**src/rtl/lru_pkg.sv**
```systemverilog
// lru_pkg
//   Shared definitions for the N-way LRU age tracker.
//   - lru_op_e  : the single operation applied to the set in a cycle,
//                 produced by the priority encoder in lru_age_n.
//   - lru_idx_w : way-index width rule, IDX_W = $clog2(WAYS).
package lru_pkg;

  // Largest associativity the tracker is written for.
  localparam int LRU_MAX_WAYS = 32;

  typedef enum logic [1:0] {
    LRU_OP_NONE  = 2'd0,
    LRU_OP_FILL  = 2'd1,
    LRU_OP_TOUCH = 2'd2,
    LRU_OP_INVAL = 2'd3
  } lru_op_e;

  // Way-index width for a given associativity.
  function automatic int lru_idx_w(input int ways);
    return $clog2(ways);
  endfunction

endpackage

```
**src/rtl/lru_victim_sel.sv**
```systemverilog
// lru_victim_sel
//   Purely combinational replacement-way selector.
//   Picks the lowest-index way that is unlocked and invalid; if there is
//   none, the unlocked valid way with the largest age (lowest index on a
//   tie). A log2(WAYS)-level binary compare tree does the selection; each
//   node keeps its lower-index child unless the upper child is strictly
//   better, which makes ties resolve to the lower index.
//
//   Ports
//     valid_i  [WAYS]        per-way valid bits
//     age_i    [WAYS*AGE_W]  per-way ages, way w at bits w*AGE_W +: AGE_W
//     lock_i   [WAYS]        1 = way pinned, never a candidate
//     victim_o [IDX_W]       selected way, 0 when nothing is selectable
//     found_o                1 = at least one unlocked way exists
module lru_victim_sel
  import lru_pkg::*;
#(
  parameter  int WAYS  = 4,
  parameter  int AGE_W = 4,
  localparam int IDX_W = lru_idx_w(WAYS)
) (
  input  logic [WAYS-1:0]       valid_i,
  input  logic [WAYS*AGE_W-1:0] age_i,
  input  logic [WAYS-1:0]       lock_i,
  output logic [IDX_W-1:0]      victim_o,
  output logic                  found_o
);

  localparam int LEVELS = IDX_W;

  // Level 0 holds one node per way; level LEVELS holds the single root.
  // A node carries: cand (unlocked), inval (way is invalid), its age and
  // the way index it represents.
  for (genvar l = 0; l <= LEVELS; l++) begin : g_lvl
    localparam int N = WAYS >> l;

    logic [N-1:0]       cand;
    logic [N-1:0]       inval;
    logic [AGE_W-1:0]   age [N];
    logic [IDX_W-1:0]   idx [N];

    if (l == 0) begin : g_leaf
      for (genvar i = 0; i < N; i++) begin : g_way
        assign cand[i]  = ~lock_i[i];
        assign inval[i] = ~valid_i[i];
        assign age[i]   = age_i[i*AGE_W +: AGE_W];
        assign idx[i]   = IDX_W'(i);
      end
    end else begin : g_node
      for (genvar i = 0; i < N; i++) begin : g_pair
        logic lo_cand, hi_cand;
        logic lo_inval, hi_inval;
        logic [AGE_W-1:0] lo_age, hi_age;
        logic take_hi;

        assign lo_cand  = g_lvl[l-1].cand[2*i];
        assign hi_cand  = g_lvl[l-1].cand[2*i+1];
        assign lo_inval = g_lvl[l-1].inval[2*i];
        assign hi_inval = g_lvl[l-1].inval[2*i+1];
        assign lo_age   = g_lvl[l-1].age[2*i];
        assign hi_age   = g_lvl[l-1].age[2*i+1];

        // The upper child wins only when strictly preferable: it is a
        // candidate and the lower is not, or it is invalid while the lower
        // is valid, or both are valid and it is strictly older.
        assign take_hi = hi_cand &&
                         (!lo_cand ||
                          (hi_inval && !lo_inval) ||
                          (!hi_inval && !lo_inval && (hi_age > lo_age)));

        assign cand[i]  = take_hi ? hi_cand  : lo_cand;
        assign inval[i] = take_hi ? hi_inval : lo_inval;
        assign age[i]   = take_hi ? hi_age   : lo_age;
        assign idx[i]   = take_hi ? g_lvl[l-1].idx[2*i+1] : g_lvl[l-1].idx[2*i];
      end
    end
  end

  assign found_o  = g_lvl[LEVELS].cand[0];
  assign victim_o = found_o ? g_lvl[LEVELS].idx[0] : '0;

  // The root's inval flag and age only matter inside the tree.
  logic unused_root_bits;
  assign unused_root_bits = ^{g_lvl[LEVELS].inval, g_lvl[LEVELS].age[0]};

endmodule

```
**src/rtl/lru_age_n.sv**
```systemverilog
// lru_age_n
//   N-way least-recently-used tracker for one cache set. Each way keeps a
//   valid bit and a saturating age counter; the replacement candidate for
//   the next fill is computed from the next state and registered.
//
//   Ports
//     clk, rst        clock, synchronous active-high reset
//     touch_i/_way_i  read hit on a way (ignored if that way is invalid)
//     fill_i/_way_i   line written into a way
//     inval_i/_way_i  way invalidated
//     lock_mask_i     1 = way pinned, never chosen as victim
//     victim_o        registered replacement way
//     victim_valid_o  registered, 0 when every way is locked
//     all_valid_o     registered, every way valid
//
//   Only one request acts per cycle, priority fill > touch > inval; the
//   losers in a cycle are dropped.
module lru_age_n
  import lru_pkg::*;
#(
  parameter  int WAYS  = 4,
  parameter  int AGE_W = 4,
  localparam int IDX_W = lru_idx_w(WAYS)
) (
  input  logic             clk,
  input  logic             rst,
  input  logic             touch_i,
  input  logic [IDX_W-1:0] touch_way_i,
  input  logic             fill_i,
  input  logic [IDX_W-1:0] fill_way_i,
  input  logic             inval_i,
  input  logic [IDX_W-1:0] inval_way_i,
  input  logic [WAYS-1:0]  lock_mask_i,
  output logic [IDX_W-1:0] victim_o,
  output logic             victim_valid_o,
  output logic             all_valid_o
);

  // Saturating +1: a way at max age stays there, so ordering among
  // saturated ways is lost and the tree falls back to lowest index.
  function automatic logic [AGE_W-1:0] sat_inc(input logic [AGE_W-1:0] a);
    return (&a) ? a : a + 1'b1;
  endfunction

  lru_op_e op;

  logic [WAYS-1:0]    valid_q, valid_d;
  logic [AGE_W-1:0]   age_q [WAYS];
  logic [AGE_W-1:0]   age_d [WAYS];
  logic [WAYS*AGE_W-1:0] age_d_flat;

  logic [IDX_W-1:0]   victim_q, victim_d;
  logic               victim_valid_q, victim_valid_d;
  logic               all_valid_q, all_valid_d;

  logic               do_age;
  logic [IDX_W-1:0]   hit_way;

  // Priority encoder reducing the three request lines to one operation.
  always_comb begin
    op = LRU_OP_NONE;
    if (fill_i) begin
      op = LRU_OP_FILL;
    end else if (touch_i) begin
      op = LRU_OP_TOUCH;
    end else if (inval_i) begin
      op = LRU_OP_INVAL;
    end
  end

  // Fill and a touch of a valid way share the same update: the hit way
  // becomes youngest and every other valid way ages by one. Invalid ways
  // are left alone so they stay at age 0.
  always_comb begin
    do_age  = 1'b0;
    hit_way = '0;
    case (op)
      LRU_OP_FILL: begin
        do_age  = 1'b1;
        hit_way = fill_way_i;
      end
      LRU_OP_TOUCH: begin
        do_age  = valid_q[touch_way_i];
        hit_way = touch_way_i;
      end
      default: begin
        do_age  = 1'b0;
        hit_way = '0;
      end
    endcase
  end

  always_comb begin
    valid_d = valid_q;
    for (int j = 0; j < WAYS; j++) begin
      age_d[j] = age_q[j];
    end

    if (do_age) begin
      for (int j = 0; j < WAYS; j++) begin
        if (IDX_W'(j) == hit_way) begin
          valid_d[j] = 1'b1;
          age_d[j]   = '0;
        end else if (valid_q[j]) begin
          age_d[j]   = sat_inc(age_q[j]);
        end
      end
    end else if (op == LRU_OP_INVAL) begin
      valid_d[inval_way_i] = 1'b0;
      age_d[inval_way_i]   = '0;
    end
  end

  always_comb begin
    age_d_flat = '0;
    for (int j = 0; j < WAYS; j++) begin
      age_d_flat[j*AGE_W +: AGE_W] = age_d[j];
    end
  end

  // Selection runs on the next state so the registered outputs already
  // describe the set as it stands after this edge.
  lru_victim_sel #(
    .WAYS  (WAYS),
    .AGE_W (AGE_W)
  ) u_victim_sel (
    .valid_i  (valid_d),
    .age_i    (age_d_flat),
    .lock_i   (lock_mask_i),
    .victim_o (victim_d),
    .found_o  (victim_valid_d)
  );

  assign all_valid_d = &valid_d;

  always_ff @(posedge clk) begin
    if (rst) begin
      valid_q        <= '0;
      for (int j = 0; j < WAYS; j++) begin
        age_q[j]     <= '0;
      end
      victim_q       <= '0;
      victim_valid_q <= 1'b0;
      all_valid_q    <= 1'b0;
    end else begin
      valid_q        <= valid_d;
      for (int j = 0; j < WAYS; j++) begin
        age_q[j]     <= age_d[j];
      end
      victim_q       <= victim_d;
      victim_valid_q <= victim_valid_d;
      all_valid_q    <= all_valid_d;
    end
  end

  assign victim_o       = victim_q;
  assign victim_valid_o = victim_valid_q;
  assign all_valid_o    = all_valid_q;

endmodule

```
**config.mk**
```make
export PLATFORM = sky130hd
export DESIGN_NAME = lru_age_n
export DESIGN_NICKNAME = d
export VERILOG_FILES = /design/src/rtl/lru_pkg.sv /design/src/rtl/lru_victim_sel.sv /design/src/rtl/lru_age_n.sv
export SDC_FILE = /design/constraint.sdc
export NUM_CORES = 1
export LEC_CHECK = 0
export ABC_AREA = 1
export BUFFER_PORTS_ARGS = -buffer_cell sky130_fd_sc_hd__buf_2
export CAP_MARGIN = 5
export CORE_ASPECT_RATIO = 1.75
export CORE_MARGIN = 5
export CORE_UTILIZATION = 47
export DETAILED_ROUTE_END_ITERATION = 8
export PLACE_DENSITY = 0.7
export SETUP_SLACK_MARGIN = 0.02
export SLEW_MARGIN = 20
export SYNTH_ARGS = -nofsm -noshare
export SYNTH_HDL_FRONTEND = slang
export SYNTH_SLANG_ARGS = --single-unit
```
**constraint.sdc**
```tcl
create_clock -name clk -period 3.6 [get_ports clk]
set_clock_uncertainty 0.2 [all_clocks]
set_input_delay 0.18 -clock clk [delete_from_list [all_inputs] [get_ports clk]]
set_output_delay 0.18 -clock clk [all_outputs]
set_load 0.005 [all_outputs]
```
; Word-level counts from Yosys, hierarchy flattened
; Memories as Yosys holds them, arrays and structs flattened.
; Index checks and enable logic that the tools add are counted.
[classes]
n_eq_ne = 6
mux = 48
order_cmp = 8
n_bitwise = 18
n_reduce_logical = 30
add_sub_neg = 4
[op_table]
columns = cell, n
row1 = $mux W4, 21
row2 = $mux W16, 2
row3 = $reduce_and A4 Y1, 5
row4 = $add A4 B1 Y4 const B, 4
row5 = $and A16 B16 Y16, 1
row6 = $mux W1, 16
row7 = $not A16 Y16, 1
row8 = $logic_and A1 B1 Y1, 14
row9 = $gt A4 B4 Y1, 3
row10 = $not A1 Y1, 9
row11 = $demux W4 S2, 1
row12 = $mux W2, 4
row13 = $logic_or A1 B1 Y1, 6
row14 = $lt A2 B3 Y1 const B, 2
row15 = $and A4 B4 Y4, 1
row16 = $eq A2 B2 Y1 const A, 2
row17 = $eq A2 B2 Y1 const B, 2
row18 = $not A4 Y4, 1
row19 = $or A1 B1 Y1, 4
row20 = $pmux W2 S2, 1
row21 = $ge A3 B3 Y1 const B, 1
row22 = $logic_not A1 Y1, 3
row23 = $lt A3 B1 Y1 const B, 1
row24 = $not A2 Y3, 1
row25 = 8 further kinds, 8
[totals]
memories = 1
reg_bits = 8
word_cells = 119
mem_bits_rw = 16
output_inout_bits = 4
in_bits = 15
[memory_table]
columns = memory, words, width, read_ports, rd_ports_with_merged_regs, wr, line
row1 = age_q, 4, 4, 4, 0, 4, lru_age_n.sv:48  ; logic [AGE_W-1:0] age_q [WAYS];

; Longest topological paths before layout
[logic_depth]
ltp_word = 22
depth_mapped = 35
mapped_depth_nobuf = 35

; By module
; A second synthesis with hierarchy kept.
[hier_totals]
cells_unflattened = 335
hier_area_um2 = 2152.1
[by_module_without_submodules]
columns = module, area_each_um2, seq_area_each_um2, instances, cells_per_inst
row1 = lru_age_n, 1625.3, 480.5, 1, 241
row2 = lru_victim_sel, 526.8, 0.0, 1, 94

; Worst setup path before layout
; Ideal clock, no wire load.
[synth_path]
kind = in2reg
from = input port touch_i
to = register victim_q[0], in the netlist victim_o[0]
path_buffers = 2
stages = 33
t_required_ns = 3.286
setup_slack_ns = -0.285
t_arrival_ns = 3.572
setup_time_ns = 0.114
path_cell_list = inv_1 a21oi_1 inv_1 ha_1 clkinv_1 nand2_4 buf_6 clkbuf_1 nand3_1 o21ai_0 inv_1 ha_1 nand2_1 nor2_1 nand3_1 nand2_1 inv_1 nand2_1 nand2_1 nand2_1 nand2_1 o21ai_0 ha_1 nand2_1 o21bai_1 nand2_1 o21ai_0 nand3b_1 nand3_1 nand2_1 nand2_1 nand2_1 a21oi_2
[synth_between]
elab_chain_cells = 21
word_cells_on_any_way = 63
cone_classes = 3 x order compare / 6 x eq/ne / 26 x mux / 5 x bitwise / 23 x reduce/logical
[synth_lines]
columns = element, line
row1 = from (decl), lru_age_n.sv:27  ; input logic touch_i,
row2 = $mux W2 (*), lru_age_n.sv:64  ; end else if (touch_i) begin
row3 = $mux W2 (*), lru_age_n.sv:62  ; if (fill_i) begin
row4 = "parallel branches: the longest is 19 deep, another holds $gt A4 B4 Y1", n/a
row5 = to (signal assigned), lru_age_n.sv:150  ; victim_q <= victim_d;
row6 = to (decl), lru_age_n.sv:52  ; logic [IDX_W-1:0] victim_q, victim_d;
; Every way passes the cells marked *.
; A chain may end at the register's enable or synchronous reset.

; Final worst setup path
[layout_path]
from = input port inval_i
to = register victim_q[0], in the netlist victim_o[0]
[layout_between]
elab_chain_cells = 22
word_cells_on_any_way = 64
cone_classes = 3 x order compare / 6 x eq/ne / 27 x mux / 5 x bitwise / 23 x reduce/logical
[layout_lines]
columns = element, line
row1 = from (decl), lru_age_n.sv:31  ; input logic inval_i,
row2 = $mux W2 (*), lru_age_n.sv:66  ; end else if (inval_i) begin
row3 = $mux W2 (*), lru_age_n.sv:64
row4 = $mux W2 (*), lru_age_n.sv:62
row5 = "parallel branches: the longest is 19 deep, another holds $gt A4 B4 Y1", n/a
; Marks and branches as above.

==> results.md <==
* Status: finished with violations
* Violated checks: negative setup slack
* Synthesized Nets at 379
* Setup CP Type: in2reg
* Syn Inst Count at 348
* Area Overhead vs Synth at 56.8%
* CP arrival at 3.77 ns
* RSZ-0062 raised after global routing: yes
* Max_slew headroom at 0.708
* Worst Setup Start Kind: primary input
* Syn Area/Cell at 6.12 um2
* Number of global-route vias before repair at 2561
* CTS clk-pin slew, worst paths at 0.08 ns
* Met2 routed WL at 4.27 mm
* Layout Nets at 483
* Global-route wire length before repair at 10.6 mm
* Via density at 5.33
* Crit end category: flip-flop
* Slowest cell on the critical path: ha_1
* Most common cell after layout, fill and taps aside: buf_4
* Distinct cells, synth at 31
* Total power at 0.799 mW
* Final worst slack at -0.163 ns
* Site Rows at 32
* Detail Placement HPWL at 4.64 mm
* Clock tree sinks at 24
* Register area at 493 um2
* CTS root buffer: clkbuf_8
* Worst-Margin Slew at 0.438 ns
* Clock tree from TritonCTS: built
* Die width at 60.9 um
* Final Cycle Share at 1.05
* Logic gate share of total power at 0.442
* Clock Latency Late Sink at 0.27 ns
* PwrDens at 239 nW/um2
* Hold depth at 4
* Initial antenna violation count at 0
* Fmax at 266 MHz
* Worst Hold Slack at 0.0634 ns
* Initial Utilization at 0.484
* Core area at 4400 um2
* Lkg Pwr at 1.61 nW
* Cts hold-fix bufs at 0
* Total number of vias at 2672
* Wl on met1 at 2.54 mm
* Reg power frac at 0.353
* Psw at 0.286 mW
* Synth Warn # at 0
* FF+latch count, synth at 24
* I/O Pins at 19
* Crit-path max cell delay at 0.32 ns
* Area of the multi-input gates at 1710 um2
* Netlist Area Pre-Place at 2130 um2
* Htree depth at 1
* Final wirelength at 7.33 mm
* Max-Cap Viols at 0
* Max layer used: met4
* Sw Share at 0.358
* Post-synth ARST share at 0
* Post-route minimum period at 3.76 ns
* P_int at 0.513 mW
* Die Y at 99.0 um
* Top FF cell, synth: dfxtp_1
* First drt pass iteration count at 4
* Most used cell, CP: nand2_1
* Initial DRC count at 155
* Pins Over Slew Limit at 0
* Crit path max fanout at 6
* Required time worst endpoint at 3.61 ns
* Total track usage at 0.225
* IO Port Bufs at 18
* Clock Power Share at 0.205
* CTS Buf Count at 3
* Longest Clk Path Bufs at 2
* Register area share after synthesis at 0.226
* Antenna Cells at 0
* Most frequent cells in the layout: buf_4, nand2_1, inv_1, nor2_1, nand3_1
* Final Util at 0.758
* Filler cells at 330
* WL met3 at 177 um
* DRT antenna net count at 0
* Final setup vio count at 2
* Placed cells at 463
* Drt wl/cell at 14.6 um
* VDD IR max at 0.000224 V
* Gp weighted congestion at 0.851
* Number of synthesized flops with an enable pin at 0
* Die area at 6030 um2
* R2R depth at 28
* Total gr overflow at 0
* Layout Cells excl Fill at 501
* Share of cells above drive strength 1 at 0.458
* Hold Path Class: in2reg
* DR DRC count at 0
* Place WS at -0.461 ns
* Hold Vio Cnt, Final at 0
* Largest net degree at the start of global routing at 24
-- cell families after synthesis --
group,count (synthesis),synth area share
simple gates,184,0.385
buf+inv,66,0.123
compound gates,55,0.159
flops,24,0.226
fa+ha+maj,16,0.0940
xor+xnor,3,0.0123
-- layer usage --
layer,GRT usage,vias up
met4,0.129,0
met3,0.0380,32
met2,0.424,68
met5,0,-
li1,-,1321
met1,0.211,1251
-- repair_timing --
item | 4_1_cts | 5_1_grt
resized for setup | 60 | 49
gates cloned | 0 | 1
buffers inserted | 19 | 15
endpoints found under the setup margin | 2 | 2
pin swaps | 28 | 36
-- registers in the layout, indices dropped and copies added, names as in the netlist --
signal and flops:
all_valid_o 1, age_q 16, victim_valid_o 1, victim_o 2
valid_q 4
-- area by class of cell --
cell class,instances,area share
Clock buffer,3,0.0124
Sequential cell,24,0.148
Tap cell,51,0.0191
Multi-Input combinational cell,258,0.511
Inverter,61,0.0716
Timing Repair Buffer,104,0.238
-- path summary, 6_finish.rpt --
path | startpoint | to | slack [ns]
worst max-delay path | inval_i | victim_o[0]$_SDFF_PP0_ | -0.16
worst min register to register | age_q[1][1]$_SDFF_PP0_ | age_q[1][1]$_SDFF_PP0_ | 0.51
worst max register to register | age_q[1][2]$_SDFF_PP0_ | victim_o[0]$_SDFF_PP0_ | -0.15
worst min-delay path | lock_mask_i[3] | victim_o[1]$_SDFF_PP0_ | 0.06
-- power groups by stage --
stage | sequential (mW) | combinational, mW | clock (mW)
3_5_place_dp | 0.288 | 0.226 | 0
5_1_grt | 0.283 | 0.384 | 0.181
6_report | 0.282 | 0.353 | 0.164
3_3_place_gp | 0.287 | 0.221 | 0
4_1_cts | 0.282 | 0.282 | 0.163
2_1_floorplan | 0.288 | 0.147 | 0
-- cells in the mapped netlist (all sizes together), types with 3 or more instances --
master | count | area (um2)
nor3 | 5 | 25.0
or2 | 3 | 18.8
o21ai | 28 | 163
a21oi | 15 | 78.8
inv | 59 | 221
nand3 | 35 | 180
o211ai | 6 | 45.0
nor2 | 43 | 161
xor2 | 3 | 26.3
dfxtp | 24 | 480
clkbuf | 3 | 11.3
ha | 16 | 200
nand2 | 94 | 395
-- stage by stage --
step,instance area (um2),setup TNS [ns]
2_1_floorplan,2150,0
3_3_place_gp,2640,-0.610
3_5_place_dp,2640,-0.849
4_1_cts,3010,0
5_1_grt,3340,-0.793
6_report,3340,-0.194
-- critical path, delay by kind of cell --
family,cells,cell delay [ns]
adders and majority gates,3,0.84
AOI/OAI and AO/OA,7,0.89
buffers and inverters,6,0.46
and+or+nand+nor,16,1.41
Power figures use the tool's default switching activity.
